$ cat src/rtl/fetch_ctrl.sv
// Fetch-stage sequencer: owns the PC, issues single-beat ibus requests and
// feeds the F/D register through an output slot backed by a one-entry skid buffer.
module fetch_ctrl #(
    parameter logic [63:0] RESET_PC = 64'h8000_0000,
    parameter logic [63:0] PC_STEP  = 64'd4
) (
    input  logic        clk,
    input  logic        reset,
    input  logic        stall,
    input  logic        redirect,
    input  logic [63:0] redirect_pc,
    output logic        ireq_valid,
    output logic [63:0] ireq_addr,
    input  logic        iresp_data_ok,
    input  logic [31:0] iresp_data,
    output logic        out_valid,
    output logic [31:0] out_instr,
    output logic [63:0] out_pc
);

    typedef enum logic [1:0] {IDLE, FETCH, HOLD, DRAIN} state_t;

    state_t      state, state_n;
    logic [63:0] pc, pc_n;
    logic [63:0] pend_pc, pend_pc_n;
    logic        buf_valid, buf_valid_n;
    logic [31:0] buf_instr, buf_instr_n;
    logic [63:0] buf_pc, buf_pc_n;
    logic        ireq_valid_n;
    logic [63:0] ireq_addr_n;
    logic        out_valid_n;
    logic [31:0] out_instr_n;
    logic [63:0] out_pc_n;

    logic [63:0] rd_pc;
    logic        slot_free;

    assign rd_pc     = redirect_pc & ~64'h3;
    assign slot_free = !out_valid || !stall;

    always_comb begin
        state_n      = state;
        pc_n         = pc;
        pend_pc_n    = pend_pc;
        buf_valid_n  = buf_valid;
        buf_instr_n  = buf_instr;
        buf_pc_n     = buf_pc;
        ireq_valid_n = ireq_valid;
        ireq_addr_n  = ireq_addr;
        out_valid_n  = out_valid;
        out_instr_n  = out_instr;
        out_pc_n     = out_pc;

        if (out_valid && !stall)
            out_valid_n = 1'b0;

        if (redirect) begin
            out_valid_n = 1'b0;
            buf_valid_n = 1'b0;
            // An unanswered request must stay on the bus; park the target until it returns.
            if ((state == FETCH || state == DRAIN) && !iresp_data_ok) begin
                pend_pc_n = rd_pc;
                state_n   = DRAIN;
            end else begin
                ireq_valid_n = 1'b1;
                ireq_addr_n  = rd_pc;
                pc_n         = rd_pc + PC_STEP;
                state_n      = FETCH;
            end
        end else begin
            case (state)
                IDLE: begin
                    ireq_valid_n = 1'b1;
                    ireq_addr_n  = pc;
                    state_n      = FETCH;
                end
                FETCH: begin
                    if (iresp_data_ok) begin
                        pc_n = ireq_addr + PC_STEP;
                        if (slot_free) begin
                            out_valid_n = 1'b1;
                            out_instr_n = iresp_data;
                            out_pc_n    = ireq_addr;
                            ireq_addr_n = ireq_addr + PC_STEP;
                        end else begin
                            buf_valid_n  = 1'b1;
                            buf_instr_n  = iresp_data;
                            buf_pc_n     = ireq_addr;
                            ireq_valid_n = 1'b0;
                            state_n      = HOLD;
                        end
                    end
                end
                HOLD: begin
                    if (!stall) begin
                        out_valid_n  = 1'b1;
                        out_instr_n  = buf_instr;
                        out_pc_n     = buf_pc;
                        buf_valid_n  = 1'b0;
                        ireq_valid_n = 1'b1;
                        ireq_addr_n  = pc;
                        state_n      = FETCH;
                    end
                end
                DRAIN: begin
                    out_valid_n = 1'b0;
                    if (iresp_data_ok) begin
                        ireq_addr_n = pend_pc;
                        pc_n        = pend_pc + PC_STEP;
                        state_n     = FETCH;
                    end
                end
                default: state_n = IDLE;
            endcase
        end
    end

    always_ff @(posedge clk) begin
        if (reset) begin
            state      <= IDLE;
            pc         <= RESET_PC;
            pend_pc    <= '0;
            buf_valid  <= 1'b0;
            buf_instr  <= '0;
            buf_pc     <= '0;
            ireq_valid <= 1'b0;
            ireq_addr  <= '0;
            out_valid  <= 1'b0;
            out_instr  <= '0;
            out_pc     <= '0;
        end else begin
            state      <= state_n;
            pc         <= pc_n;
            pend_pc    <= pend_pc_n;
            buf_valid  <= buf_valid_n;
            buf_instr  <= buf_instr_n;
            buf_pc     <= buf_pc_n;
            ireq_valid <= ireq_valid_n;
            ireq_addr  <= ireq_addr_n;
            out_valid  <= out_valid_n;
            out_instr  <= out_instr_n;
            out_pc     <= out_pc_n;
        end
    end

endmodule

$ cat config.mk
export PLATFORM = sky130hd
export DESIGN_NAME = fetch_ctrl
export DESIGN_NICKNAME = d
export VERILOG_FILES = /design/src/rtl/fetch_ctrl.sv
export SDC_FILE = /design/constraint.sdc
export NUM_CORES = 1
export LEC_CHECK = 0
export CAP_MARGIN = 20
export CORE_MARGIN = 5
export CORE_UTILIZATION = 45
export DETAILED_ROUTE_END_ITERATION = 16
export GPL_TIMING_DRIVEN = 0
export HOLD_SLACK_MARGIN = 0.03
export PLACE_DENSITY = 0.77
export SETUP_SLACK_MARGIN = 0.02
export SKIP_CTS_REPAIR_TIMING = 1
export SLEW_MARGIN = 20
export SYNTH_ARGS = -nofsm -noshare
export SYNTH_HDL_FRONTEND = slang
export SYNTH_SLANG_ARGS = --single-unit
$ cat constraint.sdc
create_clock -name clk -period 5.3 [get_ports clk]
set_input_delay 1.06 -clock clk [delete_from_list [all_inputs] [get_ports clk]]
set_output_delay 1.06 -clock clk [all_outputs]
set_load 0.005 [all_outputs]
==> run_summary.xml, run 1 <==
<?xml version="1.0" encoding="UTF-8"?>
<metrics>
  <group name="cts">
    <metric name="clk_root_buffer_cell" unit="">clkbuf_16</metric>
    <metric name="clkLatencyLatePin" unit="ns">0.61</metric>
    <metric name="cts.sinks" unit="">386</metric>
    <metric name="h-tree-depth" unit="">2</metric>
    <metric name="tritoncts_clock_tree" unit="">built</metric>
    <metric name="cts_buffer_count" unit="">44</metric>
    <metric name="clock_path_buffers" unit="">3</metric>
    <metric name="path_clk_slew" unit="ns">0.06</metric>
  </group>
  <group name="grt">
    <metric name="pin_count_of_the_biggest_net_entering_global_routing" unit="">14</metric>
    <metric name="grt_pass1_vias" unit="">21228</metric>
    <metric name="grt_pass1_wl" unit="microns">138000</metric>
    <metric name="gr-usage-all-layers" unit="">0.362</metric>
    <metric name="grt_antenna_before_repair" unit="">2</metric>
    <metric name="grt_remaining_overflow" unit="">0</metric>
  </group>
  <group name="drt">
    <metric name="remaining_drc_errors" unit="">0</metric>
    <metric name="antenna_violating_nets_post_route" unit="">0</metric>
    <metric name="routed-via-count" unit="">22825</metric>
    <metric name="detail_route.vias_per_cell" unit="">6.32</metric>
    <metric name="routedWlPerCell" unit="microns">26.6</metric>
    <metric name="detail_route.first_pass.iterations" unit="">7</metric>
    <metric name="totalWireLength" unit="microns">95900</metric>
    <metric name="drtIter0Drc" unit="">3639</metric>
  </group>
  <group name="layout">
    <metric name="layout-area-overhead-vs-synth" unit="%">23.4</metric>
    <metric name="finalNetCount" unit="">3082</metric>
    <metric name="most-common-layout-cells" unit="">511 x nand2_1, 386 x dfxtp_1, 266 x a21oi_1</metric>
    <metric name="post-route-util" unit="">0.559</metric>
    <metric name="drive_gt1_frac" unit="">0.0362</metric>
    <metric name="mostFrequentLayoutCell" unit="">nand2_1</metric>
    <metric name="postLayoutCellArea" unit="sq um">25300</metric>
    <metric name="layout.filler_cells" unit="">4241</metric>
  </group>
  <group name="timing">
    <metric name="grt_setup_unrepaired" unit="">false</metric>
    <metric name="setup-tns-final" unit="ns">0</metric>
    <metric name="fin_worst_skew" unit="ns">0.0182</metric>
    <metric name="max_slew_margin" unit="">0.187</metric>
    <metric name="finalHoldViolations" unit="">0</metric>
    <metric name="max_freq" unit="MHz">232</metric>
    <metric name="final.min_clock_period" unit="ns">4.31</metric>
    <metric name="report.final.setup_viol" unit="">0</metric>
    <metric name="period_share" unit="">0.813</metric>
    <metric name="worstMarginPinSlew" unit="ns">1.22</metric>
    <metric name="report.final.slew_viol_count" unit="">0</metric>
  </group>
  <group name="yosys">
    <metric name="synth-edff-count" unit="">0</metric>
    <metric name="syn_area" unit="sq um">20500</metric>
    <metric name="ys_dominant_reg_cell" unit="">dfxtp_1</metric>
    <metric name="synth_seq_area_share" unit="">0.377</metric>
    <metric name="synth_fp_nets" unit="">2781</metric>
    <metric name="synth.top_cell.area_share" unit="">0.377</metric>
    <metric name="postSynthCellCount" unit="">2673</metric>
    <metric name="postSynth.asyncResetShare" unit="">0</metric>
    <metric name="netlist.top_cell.by_area" unit="">dfxtp_1</metric>
    <metric name="synthDistinctLibCells" unit="">65</metric>
    <metric name="yosysWarnings" unit="">0</metric>
    <metric name="post_synth_main_area_contributors" unit="">dfxtp_1 38%, nand2_1 9.3%, a21oi_1 6.5%</metric>
    <metric name="flip_flop_and_latch_count_after_synthesis" unit="">386</metric>
    <metric name="syn_area_per_cell" unit="sq um">7.68</metric>
  </group>
  <group name="critical_path">
    <metric name="setup.worst_path.start_class" unit="">input port</metric>
    <metric name="critPathMaxFanout" unit="">8</metric>
    <metric name="critical_path_class" unit="">in -&gt; reg</metric>
    <metric name="critPathRequiredTime" unit="ns">5.73</metric>
    <metric name="crit_path_end_kind" unit="">flip-flop</metric>
    <metric name="worst_ep_arrival_time" unit="ns">4.75</metric>
  </group>
  <group name="pwr">
    <metric name="power_density" unit="nW/um^2">328</metric>
    <metric name="p_clk_frac" unit="">0.384</metric>
    <metric name="power_frac_seq" unit="">0.405</metric>
    <metric name="ir_drop_worst_vdd" unit="uV">209</metric>
    <metric name="internal_power" unit="uW">5660</metric>
    <metric name="power.net_switching" unit="uW">2660</metric>
    <metric name="netSwitchingFraction" unit="">0.320</metric>
    <metric name="p_comb_frac" unit="">0.211</metric>
    <metric name="total_leakage_power" unit="uW">0.00820</metric>
  </group>
  <group name="floorplan">
    <metric name="die_x" unit="microns">224</metric>
    <metric name="design.die.area" unit="sq um">50000</metric>
    <metric name="placement_rows" unit="">78</metric>
    <metric name="fp.coreArea" unit="sq um">45300</metric>
    <metric name="boundaryPins" unit="">263</metric>
    <metric name="start_util" unit="">0.453</metric>
    <metric name="floorplan.die.height" unit="microns">224</metric>
  </group>
  <group name="placement">
    <metric name="port-buffer-count" unit="">254</metric>
    <metric name="place.detailed.hpwl" unit="microns">71000</metric>
    <metric name="globalplace.congestion" unit="">1.10</metric>
    <metric name="dpl_cell_area" unit="sq um">23800</metric>
  </group>
  <group name="outcome">
    <metric name="run_status" unit="">completed</metric>
  </group>
  <group name="run">
    <metric name="drv.max_cap_violation_count" unit="">0</metric>
  </group>
  <group name="worst_hold_path">
    <metric name="path_type_of_the_worst_min_delay_path" unit="">reg -&gt; reg</metric>
  </group>
</metrics>
==> synth_stat cells (all sizes together) (3+ instances only) <==
cell / number
or3: 16
and3: 35
a2bb2oi: 7
or4: 4
nor2b: 3
xnor2: 87
nand4: 60
a31oi: 6
a221oi: 64
a22oi: 26
inv: 31
ha: 7
a32oi: 3
a211oi: 121
buf: 26
a222oi: 5
o211ai: 14
and2: 11
nand3: 66
a221o: 3
nor3: 54
o31ai: 3
and4: 24
nor2: 225
a211o: 3
nor4: 33
a21oi: 266
a22o: 13
xor2: 86
a311oi: 7
nand2: 511
o21ai: 108
mux2: 3
nor3b: 10
o22ai: 6
mux2i: 108
clkbuf: 206
o21a: 5
a41oi: 3
dfxtp: 386
==> state kept, by name, indices dropped and copies added (netlist names) <==
| signal | count |
|---|---|
| out_pc | 64 |
| ireq_addr | 64 |
| ireq_valid | 1 |
| buf_pc | 64 |
| pc | 64 |
| state | 2 |
| out_instr | 32 |
| out_valid | 1 |
| buf_instr | 32 |
| pend_pc | 62 |
==> final timing paths <==
| check | start | to | cells past startpoint | slack, ns |
|---|---|---|---|---|
| max | redirect_pc[2] | pc[58]$_SDFFE_PP0P_ | 10 | 0.99 |
| min | pc[15]$_SDFFE_PP0P_ | pc[15]$_SDFFE_PP0P_ | 2 | 0.45 |
| max reg2reg | state[1]$_SDFFE_PP0P_ | pc[42]$_SDFFE_PP0P_ | 10 | 1.24 |
| min reg2reg | pc[15]$_SDFFE_PP0P_ | pc[15]$_SDFFE_PP0P_ | 2 | 0.45 |
==> area by class of cell <==
class                      instances  area, sq um  share of cell area
multi-input combinational       2024        11800               0.465
sequential                       386         7730               0.305
timing repair buffer             255         2550               0.101
clock buffer                      63         1290              0.0510
buffer                           232          896              0.0354
tap                              600          751              0.0296
clock inverter                    18          205             0.00810
inverter                          31          116             0.00459
antenna                            1         2.50           0.0000988
==> power by group through the flow <==
stage	Combinational, uW	Clock, uW	Sequential (uW)
2_1_floorplan	840	0	3330
3_3_place_gp	1660	0	3400
3_5_place_dp	1680	0	3410
4_1_cts	1690	3200	3350
5_1_grt	1830	3330	3380
6_report	1750	3200	3360
==> metrics by stage <==
step / total power [uW] / hold slack (ns) / cells / setup WS (ns)
6_report: 8310 / 0.449 / 3610 / 0.989
5_1_grt: 8540 / 0.473 / 3610 / 1.05
4_1_cts: 8230 / 0.445 / 3609 / 1.28
3_5_place_dp: 5090 / 0.435 / 3528 / 0.680
3_3_place_gp: 5060 / 0.432 / 3527 / 0.292
2_1_floorplan: 4170 / 0.422 / 2673 / 1.94
==> cell families after synthesis <==
group | synth area share
and+or+nand+nor | 0.234
AOI/OAI and AO/OA | 0.208
DFF | 0.377
xor gates and xnor gates | 0.0738
buffers and inverters | 0.0493
adders and majority gates | 0.00427
muxes | 0.0543
==> critical path, stage by stage <==
cell	delay, ns
clkdlybuf4s50_1	0.75
ha_1	0.22
clkbuf_1	0.43
nand2_1	0.14
nor4_1	0.58
nand4_1	0.72
nor2_1	0.32
xor2_1	0.09
a221oi_1	0.30
a211oi_1	0.12
==> layer usage <==
metal  part of all wire  up-vias  GRT usage
met1               0.38    10661      0.461
li1                   -    10092          -
met2               0.43     1690      0.548
met4              0.059        0      0.179
met3               0.14      382      0.129
met5                  0        -          0
(Power assumes the default switching activity.)
==> inputs of run 2 (changes only) <==
--- a/config.mk
+++ b/config.mk
@@ -11,7 +11,7 @@
 export DETAILED_ROUTE_END_ITERATION = 16
 export GPL_TIMING_DRIVEN = 0
 export HOLD_SLACK_MARGIN = 0.03
-export PLACE_DENSITY = 0.77
+export PLACE_DENSITY = 0.8
 export SETUP_SLACK_MARGIN = 0.02
 export SKIP_CTS_REPAIR_TIMING = 1
 export SLEW_MARGIN = 20
==> constraint.sdc (replaced) <==
create_clock -name clk -period 3.6 [get_ports clk]
set_input_delay 0.72 -clock clk [delete_from_list [all_inputs] [get_ports clk]]
set_output_delay 0.72 -clock clk [all_outputs]
set_load 0.005 [all_outputs]
==> run 2 against run 1 <==
Compared with the run above: the flow now finishes with violations (negative setup slack); critical path depth down 1; critical endpoint is now pend_pc[62]$_SDFFE_PP0P_; die area unchanged; register-to-register slack lost 1.3 ns; routed wire length down 3.9%; sequential power rose by 47%; critical path type unchanged.
==> run_summary.xml, run 2 (synthesized netlist as in run 1, its figures left out) <==
<?xml version="1.0" encoding="UTF-8"?>
<metrics>
  <group name="critical_path">
    <metric name="max_stage_delay" unit="ns">0.81</metric>
    <metric name="cp_cell_sequence" unit="">clkdlybuf4s50_1 -&gt; clkbuf_1 -&gt; inv_1 -&gt; clkbuf_1 -&gt; nor3_2 -&gt; buf_4 -&gt; clkbuf_1 -&gt; nand2_1 -&gt; a21oi_1</metric>
    <metric name="critical_path_class" unit="">in -&gt; reg</metric>
    <metric name="regToRegSetupSlack" unit="ns">-0.06</metric>
    <metric name="cp_common_cell" unit="">clkbuf_1</metric>
    <metric name="startpoint" unit="">redirect</metric>
    <metric name="reg2reg_from" unit="">state[1]$_SDFFE_PP0P_</metric>
    <metric name="crit_path_end_kind" unit="">flip-flop</metric>
    <metric name="worst_ep_arrival_time" unit="ns">4.20</metric>
    <metric name="crit_path_top_delay_cell" unit="">nor3_2</metric>
    <metric name="critPathMaxFanout" unit="">10</metric>
    <metric name="critPathRequiredTime" unit="ns">4.12</metric>
    <metric name="setup.worst_path.start_class" unit="">input port</metric>
  </group>
  <group name="cts">
    <metric name="clock_path_buffers" unit="">3</metric>
    <metric name="cts.sinks" unit="">386</metric>
    <metric name="clk_root_buffer_cell" unit="">clkbuf_16</metric>
    <metric name="tritoncts_clock_tree" unit="">built</metric>
    <metric name="h-tree-depth" unit="">2</metric>
    <metric name="clkLatencyLatePin" unit="ns">0.61</metric>
    <metric name="path_clk_slew" unit="ns">0.06</metric>
    <metric name="cts_buffer_count" unit="">44</metric>
  </group>
  <group name="grt">
    <metric name="grt_antenna_before_repair" unit="">4</metric>
    <metric name="grt_pass1_vias" unit="">21208</metric>
    <metric name="pin_count_of_the_biggest_net_entering_global_routing" unit="">14</metric>
    <metric name="grt_remaining_overflow" unit="">0</metric>
    <metric name="gr-usage-all-layers" unit="">0.347</metric>
    <metric name="grt_pass1_wl" unit="microns">134000</metric>
  </group>
  <group name="timing">
    <metric name="final.min_clock_period" unit="ns">3.68</metric>
    <metric name="hold-worst-slack" unit="ns">0.441</metric>
    <metric name="finalHoldViolations" unit="">0</metric>
    <metric name="setup-tns-final" unit="ns">-0.197</metric>
    <metric name="fin_worst_skew" unit="ns">0.0248</metric>
    <metric name="max_freq" unit="MHz">272</metric>
    <metric name="report.final.setup_viol" unit="">7</metric>
    <metric name="report.final.slew_viol_count" unit="">0</metric>
    <metric name="max_slew_margin" unit="">0.0855</metric>
    <metric name="worstMarginPinSlew" unit="ns">1.37</metric>
    <metric name="period_share" unit="">1.02</metric>
    <metric name="worst_slack" unit="ns">-0.0794</metric>
  </group>
  <group name="outcome">
    <metric name="violations_in_the_final_reports" unit="">negative setup slack</metric>
    <metric name="run_status" unit="">finished with violations</metric>
  </group>
  <group name="layout">
    <metric name="ff_latch_area" unit="sq um">7730</metric>
    <metric name="most-common-layout-cells" unit="">510 x nand2_1, 385 x dfxtp_1, 266 x a21oi_1</metric>
    <metric name="layout.filler_cells" unit="">4310</metric>
    <metric name="layout-area-overhead-vs-synth" unit="%">24.2</metric>
    <metric name="finalNetCount" unit="">3087</metric>
    <metric name="drive_gt1_frac" unit="">0.0428</metric>
    <metric name="mostFrequentLayoutCell" unit="">nand2_1</metric>
    <metric name="area_used_by_multi_input_combinational_logic" unit="sq um">11900</metric>
    <metric name="post-route-util" unit="">0.563</metric>
  </group>
  <group name="drt">
    <metric name="routed-via-count" unit="">23136</metric>
    <metric name="antenna_violating_nets_post_route" unit="">0</metric>
    <metric name="totalWireLength" unit="microns">92100</metric>
    <metric name="drtIter0Drc" unit="">3576</metric>
    <metric name="remaining_drc_errors" unit="">0</metric>
    <metric name="detail_route.first_pass.iterations" unit="">9</metric>
    <metric name="routedWlPerCell" unit="microns">25.5</metric>
    <metric name="detail_route.vias_per_cell" unit="">6.39</metric>
  </group>
  <group name="floorplan">
    <metric name="fp.coreArea" unit="sq um">45300</metric>
    <metric name="die_x" unit="microns">224</metric>
    <metric name="start_util" unit="">0.453</metric>
    <metric name="design.die.area" unit="sq um">50000</metric>
    <metric name="placement_rows" unit="">78</metric>
    <metric name="floorplan.die.height" unit="microns">224</metric>
    <metric name="boundaryPins" unit="">263</metric>
  </group>
  <group name="placement">
    <metric name="port-buffer-count" unit="">254</metric>
    <metric name="globalplace.congestion" unit="">1.06</metric>
    <metric name="place.detailed.hpwl" unit="microns">67400</metric>
  </group>
  <group name="pwr">
    <metric name="total_leakage_power" unit="uW">0.00831</metric>
    <metric name="power_density" unit="nW/um^2">484</metric>
    <metric name="ir_drop_worst_vdd" unit="uV">345</metric>
  </group>
  <group name="worst_hold_path">
    <metric name="hold_path.startpoint" unit="">redirect_pc[22]</metric>
    <metric name="path_type_of_the_worst_min_delay_path" unit="">in -&gt; reg</metric>
  </group>
  <group name="run">
    <metric name="drv.max_cap_violation_count" unit="">0</metric>
  </group>
</metrics>
## run 2: cell types whose count changed in the layout (fill, tap and decap cells not counted), sizes merged
cell and delta:
buf +5, bufinv +3, clkbuf -1, clkinv -2, clkinvlp -1, diode +5
## run 2: cell type report
| type | count | area share |
|---|---|---|
| clock buffers | 62 | 0.0490 |
| inverters | 31 | 0.00456 |
| diodes | 6 | 0.000589 |
| clock inverters | 18 | 0.0109 |
| multi-input cells | 2024 | 0.465 |
| repair buffers | 262 | 0.102 |
| flip-flops and latches | 386 | 0.303 |
| plain buffers | 230 | 0.0352 |
| well taps | 600 | 0.0294 |
## run 2: final timing paths
path,endpoint,cells after the start
worst min register to register,pc[12]$_SDFFE_PP0P_,2
worst max register to register,pc[46]$_SDFFE_PP0P_,9
worst min-delay path,pend_pc[22]$_SDFFE_PP0P_,3
worst max-delay path,pend_pc[62]$_SDFFE_PP0P_,9
## run 2: worst max-delay path, delay by kind of cell
kind | cells | cell delay (ns)
buffers and inverters | 6 | 2.31
and+or+nand+nor | 2 | 0.97
AOI/OAI and AO/OA | 1 | 0.19
## run 2: metal layers
| layer | part of all wire | wire, microns | global-route usage |
|---|---|---|---|
| met3 | 0.14 | 12600 | 0.104 |
| met2 | 0.43 | 39300 | 0.534 |
| met1 | 0.37 | 34100 | 0.444 |
| met4 | 0.066 | 6060 | 0.178 |
| met5 | 0 | 0 | 0 |
## run 2: through the flow
step	worst slack (ns)	total power [uW]	instances	area [sq um]
final	-0.0794	12400	3619	25500
after global routing	-0.00200	12700	3614	25500
after CTS	-0.387	12200	3608	25400
after detailed placement	-0.981	7460	3528	23800
after global placement	-1.38	7440	3527	23800
after floorplan	0.584	6140	2673	20500
## run 2: where the power goes
group	internal (uW)	total, uW	switching, uW
Sequential	4590	4950	358
Clock	2870	4840	1970
Combinational	1010	2570	1550
Total	8470	12400	3880
